==> config.mk <==
export PLATFORM = sky130hd
export DESIGN_NAME = memwb_pipe_stage
export DESIGN_NICKNAME = d
export VERILOG_FILES = /design/src/rtl/memwb_pipe_stage.sv
export SDC_FILE = /design/constraint.sdc
export NUM_CORES = 1
export LEC_CHECK = 0
export CAP_MARGIN = 20
export CORE_UTILIZATION = 45
export CTS_CLUSTER_SIZE = 12
export DETAILED_ROUTE_END_ITERATION = 7
export PLACE_DENSITY_LB_ADDON = 0.2
export SETUP_SLACK_MARGIN = 0.02
export SLEW_MARGIN = 20
export SYNTH_ARGS = -nofsm -noshare
export SYNTH_HDL_FRONTEND = slang
export SYNTH_SLANG_ARGS = --single-unit
==> constraint.sdc <==
create_clock -name clk -period 6.9 [get_ports clk]
set_clock_uncertainty 0.05 [all_clocks]
set_input_delay 1.38 -clock clk [delete_from_list [all_inputs] [get_ports clk]]
set_output_delay 1.38 -clock clk [all_outputs]
set_load 0.1 [all_outputs]
==> src/rtl/memwb_pipe_stage.sv <==
// memwb_pipe_stage
//   MEM/WB pipeline register for the MIPS datapath. Carries the WB control bits
//   (RegWrite, MemtoReg), memory read data, ALU result and destination register
//   through STAGES register slices (latency = STAGES edges). Each slice carries a
//   valid bit. stall holds every slice, flush loads a bubble into slice 0, and a
//   RegWrite aimed at register 0 can be dropped on entry (ZERO_SUPP=1).
//
//   Optional feature (macro MEMWB_WBMUX_EN): adds out_wb_data, the WB-stage
//   write-back mux registered into the last slice.
//
// Parameters
//   DATA_W    width of memory data / ALU result
//   ADDR_W    width of destination register address
//   STAGES    number of register slices, 1..4
//   ZERO_SUPP 1: drop RegWrite to address 0 on entry
//
// Ports
//   clk, rst_n          rising-edge clock, synchronous active-low reset
//   stall, flush        hold all slices / insert bubble at slice 0
//   in_valid, in_wb     MEM-stage valid, {MemtoReg, RegWrite}
//   in_mem_data         data memory read data
//   in_alu_res          ALU result
//   in_wr_addr          destination register
//   out_valid           last slice holds a real instruction
//   out_reg_write       RegWrite of last slice qualified by out_valid
//   out_mem_to_reg      MemtoReg of last slice
//   out_mem_data        memory data of last slice
//   out_alu_res         ALU result of last slice
//   out_wr_addr         destination register of last slice
//   out_wb_data         (MEMWB_WBMUX_EN only) registered write-back data

module memwb_pipe_stage #(
  parameter int unsigned DATA_W    = 32,
  parameter int unsigned ADDR_W    = 5,
  parameter int unsigned STAGES    = 1,
  parameter int unsigned ZERO_SUPP = 1
) (
  input  logic              clk,
  input  logic              rst_n,
  input  logic              stall,
  input  logic              flush,
  input  logic              in_valid,
  input  logic [1:0]        in_wb,
  input  logic [DATA_W-1:0] in_mem_data,
  input  logic [DATA_W-1:0] in_alu_res,
  input  logic [ADDR_W-1:0] in_wr_addr,
  output logic              out_valid,
  output logic              out_reg_write,
  output logic              out_mem_to_reg,
  output logic [DATA_W-1:0] out_mem_data,
  output logic [DATA_W-1:0] out_alu_res,
  output logic [ADDR_W-1:0] out_wr_addr
`ifdef MEMWB_WBMUX_EN
  ,
  output logic [DATA_W-1:0] out_wb_data
`endif
);

  if (STAGES < 1 || STAGES > 4) begin : g_bad_stages
    $error("memwb_pipe_stage: STAGES must be in 1..4");
  end

  typedef struct packed {
    logic              valid;
    logic              rw;
    logic              m2r;
    logic [DATA_W-1:0] mem;
    logic [DATA_W-1:0] alu;
    logic [ADDR_W-1:0] addr;
  } slice_t;

  slice_t entry_d;
  slice_t slice_q [STAGES];

  // Entry presented to slice 0: a zeroed bubble under flush, otherwise the
  // MEM-stage inputs with RegWrite qualified by valid and the $zero check.
  always_comb begin
    entry_d = '0;
    if (!flush) begin
      entry_d.valid = in_valid;
      entry_d.rw    = in_wb[0] & in_valid &
                      ((ZERO_SUPP == 0) || (in_wr_addr != '0));
      entry_d.m2r   = in_wb[1];
      entry_d.mem   = in_mem_data;
      entry_d.alu   = in_alu_res;
      entry_d.addr  = in_wr_addr;
    end
  end

  always_ff @(posedge clk) begin
    if (!rst_n) begin
      for (int unsigned k = 0; k < STAGES; k++) begin
        slice_q[k] <= '0;
      end
    end else if (!stall) begin
      slice_q[0] <= entry_d;
      for (int unsigned k = 1; k < STAGES; k++) begin
        slice_q[k] <= slice_q[k-1];
      end
    end
  end

  assign out_valid      = slice_q[STAGES-1].valid;
  assign out_reg_write  = slice_q[STAGES-1].rw & slice_q[STAGES-1].valid;
  assign out_mem_to_reg = slice_q[STAGES-1].m2r;
  assign out_mem_data   = slice_q[STAGES-1].mem;
  assign out_alu_res    = slice_q[STAGES-1].alu;
  assign out_wr_addr    = slice_q[STAGES-1].addr;

`ifdef MEMWB_WBMUX_EN
  // The mux is evaluated on the entry about to enter the last slice so the
  // write-back value is ready as a plain register output.
  slice_t            last_in;
  logic [DATA_W-1:0] wb_d;
  logic [DATA_W-1:0] wb_q;

  if (STAGES == 1) begin : g_last_from_in
    always_comb last_in = entry_d;
  end else begin : g_last_from_pipe
    always_comb last_in = slice_q[STAGES-2];
  end

  always_comb begin
    wb_d = '0;
    if (last_in.valid) begin
      wb_d = last_in.m2r ? last_in.mem : last_in.alu;
    end
  end

  always_ff @(posedge clk) begin
    if (!rst_n) begin
      wb_q <= '0;
    end else if (!stall) begin
      wb_q <= wb_d;
    end
  end

  assign out_wb_data = wb_q;
`endif

endmodule

==> run summary, run 1 <==
outcome - completed
Die Ht - 86.4 µm
leakage power - 1.66 nW
global route overflow - 0
RSZ-0062 raised after global routing - no
I/O pins - 148
Antenna Cells - 0
CP endpoint kind - output port
Die Wd - 86.4 µm
worst-path cell chain - and2_1 > clkdlybuf4s50_1
core area - 6830 µm²
Slowest cell on crit path - clkdlybuf4s50_1
area leader, netlist - edfxtp_1
Root Buffer - clkbuf_8
Synth Flop Type - edfxtp_1
DP Wirelength - 3.72 mm
biggest regs - slice_q (72)
maxcap violations - 0
pwr dens - 264 nW/µm²
Setup Fix Bufs, Post-CTS - 0
final hold violations - 0
Starting Density - 46.9%
drt pass-1 iters - 4
hold slack - 1650 ps
Slew @ Worst Pin - 1010 ps
relative slew slack - 32.2%
Required @ worst endpoint - 5470 ps
cts hold-fix bufs - 0
slowest stage delay, CP - 1140 ps
largest cells by area after synthesis - edfxtp_1 (67%), buf_4 (16%), and2_1 (14%)
asr flop ratio synth - 0%
Post-Route WL - 5.35 mm
maximum vdd ir drop - 140 µV
clk slew on worst S/H paths - 70 ps
Post-synth EDFFs - 72
CTS tree - built
fin. max-slew vios - 0
Yosys top cell area share - 67.4%
CP Max Fanout - 2
Avg WL per Cell - 13.1 µm
vias in the first global route - 1726
register area share after synthesis - 67.4%
Worst Path Buf+Inv - 1
CP Class - flop to output port
max reg flops - 72
average size of a mapped cell - 14.3 µm²
Ys Warns - 0
number of CTS-inserted buffers - 9
Synth top cells by count - and2_1 (72), edfxtp_1 (72), buf_4 (69), clkbuf_2 (7)
Global Route Usage Sum - 15.0%
fin crit share - 48.9%
CTS max path bufs - 2
CP Data Arrival Time - 1950 ps
Post-Syn Instances - 224
CTS sink count - 72
CP Launch Type - flop
fin nets - 383
Syn Nets - 300
die area - 7470 µm²
family with the most delay on the worst path - buffers and inverters
Top reg by flops - slice_q
setup TNS - 0 ps
PostCTS Resize Cnt - 0
htree depth - 3
synthesized area - 3210 µm²
Via density - 4.26
largest net degree at the start of global routing - 73
Yosys reg bits - 72
antenna-violating nets left - 0
Min Clock Period, post-route - 3380 ps
HP Class - primary input to flop
via count - 1738
std cell rows - 30
final count of negative-setup-slack endpoints - 0
Fmax - 296 MHz
Area Overhead vs Synth - 38.4%
RD Place Congestion - 0.683
# port buffers - 147
1st-iter DRT viols - 64
share of cells above drive strength 1 - 4.81%
synth unique cells - 8
global-route wire length before repair - 8.17 mm
DR DRC count - 0
initial antenna violation count - 0
per-stage QoR:
stage	utilization, %	power, mW	worst slack, ps	instances	instance area [µm²]
2_1_floorplan	-	0.813	3510	224	3210
3_3_place_gp	62.4	0.876	3600	392	4260
3_5_place_dp	62.4	0.878	3530	392	4260
4_1_cts	65.0	1.19	3500	408	4440
5_1_grt	65.0	1.21	3410	408	4440
6_report	65.0	1.17	3520	408	4440
layout by cell type, fill, tap and decap left out:
master	Yosys	layout
nand2_4	0	1
clkbuf_8	0	9
o2111a_1	1	1
bufinv_16	0	1
clkbuf_1	0	2
clkdlybuf4s50_1	0	147
clkinv_2	0	2
or4_1	1	1
and2_1	72	72
nor3b_4	1	1
edfxtp_1	72	72
buf_4	69	1
clkinv_1	0	2
worst paths after layout:
| path | startpoint | end | slack, ps | cells past startpoint |
|---|---|---|---|---|
| max | slice_q[0][71] | out_reg_write | 3520 | 2 |
| min | in_alu_res[25] | slice_q[0][30] | 1650 | 2 |
report_power, final:
part / total (mW) / switching [mW] / internal [mW]
combinational: 0.346 / 0.255 / 0.0908
sequential: 0.521 / 0.00755 / 0.513
clock: 0.307 / 0.143 / 0.164
cells by family after synthesis:
kind of cell           after synthesis  share of synthesized area [%]
AO/OA/AOI/OAI                        1                          0.351
flip-flops                          72                           67.4
buffers and inverters               76                           17.2
AND/OR/NAND/NOR                     75                           15.0
layout make-up:
cell class	count	area (µm²)
Sequential cell	72	2160
Fill cell	538	2390
Multi-Input combinational cell	76	499
Clock buffer	11	131
Timing Repair Buffer	148	1480
Tap cell	96	120
Clock inverter	5	47.5
layer usage:
layer  vias up  wire (µm)  GRT usage (%)  share of wire, %
met1       795       1970           15.3                37
met5         -          0              0                 0
li1        846          -              -                 -
met2        88       2680           25.1                50
met3         9        605           7.90                11
met4         0         97           7.73               1.8
No activity file was read; power rests on OpenSTA's default activity.
==> run 2: changes to the inputs <==
--- a/config.mk
+++ b/config.mk
@@ -6,7 +6,7 @@
 export NUM_CORES = 1
 export LEC_CHECK = 0
 export CAP_MARGIN = 20
-export CORE_UTILIZATION = 45
+export CORE_UTILIZATION = 41
 export CTS_CLUSTER_SIZE = 12
 export DETAILED_ROUTE_END_ITERATION = 7
 export PLACE_DENSITY_LB_ADDON = 0.2
==> constraint.sdc (replaced) <==
create_clock -name clk -period 3.2 [get_ports clk]
set_clock_uncertainty 0.05 [all_clocks]
set_input_delay 0.64 -clock clk [delete_from_list [all_inputs] [get_ports clk]]
set_output_delay 0.64 -clock clk [all_outputs]
set_load 0.1 [all_outputs]
==> run summary, run 2 (synthesized netlist as in run 1, its figures left out) <==
Area Overhead vs Synth - 33.1%
RD Place Congestion - 0.666
Slowest cell on crit path - clkdlybuf4s50_1
clock power share - 24.0%
DP Wirelength - 3.97 mm
Die Ht - 90.4 µm
Sequential Power Share - 46.2%
I/O pins - 148
CP Class - primary input to flop
HP Class - primary input to flop
CTS tree - built
Tot Pwr - 2.43 mW
Starting Density - 43.3%
placed cells - 397
Post-Route WL - 5.50 mm
fin cells - 413
PostCTS Resize Cnt - 0
Die Wd - 90.4 µm
Fmax - 524 MHz
fin crit share - 59.7%
Root Buffer - clkbuf_8
Psw - 0.875 mW
clk slew on worst S/H paths - 70 ps
fin nets - 385
CTS max path bufs - 2
CP Launch Type - primary input
pwr dens - 570 nW/µm²
initial antenna violation count - 0
Avg WL per Cell - 13.3 µm
DR DRC count - 0
slowest stage delay, CP - 500 ps
register area - 2160 µm²
core area - 7410 µm²
Slew @ Worst Pin - 496 ps
number of CTS-inserted buffers - 9
setup TNS - 0 ps
largest net degree at the start of global routing - 45
maxcap violations - 0
via count - 1739
htree depth - 3
max reg flops - 72
drt pass-1 iters - 4
fillers - 588
cts hold-fix bufs - 0
CTS sink count - 72
fin. max-slew vios - 0
Required @ worst endpoint - 3170 ps
leakage power - 1.76 nW
Top reg by flops - slice_q
switching part of the total - 35.9%
CP Max Fanout - 38
Global Route Usage Sum - 13.7%
share of cells above drive strength 1 - 28.3%
# port buffers - 147
relative slew slack - 66.9%
outcome - completed
Setup Fix Bufs, Post-CTS - 0
RSZ-0062 raised after global routing - no
antenna-violating nets left - 0
combinational share of power - 29.8%
Min Clock Period, post-route - 1910 ps
maximum vdd ir drop - 256 µV
global-route wire length before repair - 8.33 mm
global route overflow - 0
CP Data Arrival Time - 1880 ps
Multi-input gate area - 499 µm²
most frequent cells in the layout - clkdlybuf4s50_1 (75), buf_4 (74), and2_1 (72), edfxtp_1 (72), clkbuf_8 (9)
Via density - 4.21
1st-iter DRT viols - 54
std cell rows - 31
die area - 8180 µm²
final count of negative-setup-slack endpoints - 0
vias in the first global route - 1661
biggest regs - slice_q (72)
worst-path cell chain - clkdlybuf4s50_1 > nand2_4 > buf_12
Internal - 1.56 mW
commonest non-fill, non-tap cell in the layout - clkdlybuf4s50_1
Hold Path Depth - 2
Antenna Cells - 0
CP endpoint kind - flop
final hold violations - 0
[run 2: metal layers]
layer	wire (µm)	part of all wire (%)	GRT usage, %
met4	70	1.3	6.85
met3	572	10	5.89
met2	2710	49	22.6
met5	0	0	0
met1	2150	39	15.0
[run 2: worst paths after layout]
| kind | from | endpoint | slack, ps |
|---|---|---|---|
| worst min-delay path | in_alu_res[8] | slice_q[0][13] | 910 |
| worst max-delay path | stall | slice_q[0][61] | 1290 |
[run 2: critical path, delay by kind of cell]
| family | cells | cell delay (ps) |
|---|---|---|
| buffers and inverters | 2 | 780 |
| and+or+nand+nor | 1 | 420 |
[run 2: final cells by class]
cell class	count	area share, %
Sequential cell	72	50.7
Tap cell	99	2.90
Clock inverter	4	0.498
Timing Repair Buffer	150	31.1
Clock buffer	12	3.17
Multi-Input combinational cell	76	11.7
[run 2: power groups by stage]
| stage | clock network [mW] | logic [mW] | registers [mW] |
|---|---|---|---|
| global route | 0.642 | 0.744 | 1.13 |
| detailed placement | 0 | 0.730 | 1.15 |
| global placement | 0 | 0.728 | 1.14 |
| CTS | 0.603 | 0.731 | 1.13 |
| finish | 0.583 | 0.726 | 1.12 |
| floorplan | 0 | 0.598 | 1.16 |
[run 2: stage by stage]
step	setup WS, ps	instance area (µm²)	hold WS, ps	utilization, %
global placement	958	4110	1160	55.5
finish	1290	4270	913	57.6
global route	1250	4270	902	57.6
floorplan	550	3210	788	-
CTS	1300	4270	894	57.6
detailed placement	952	4110	1160	55.5
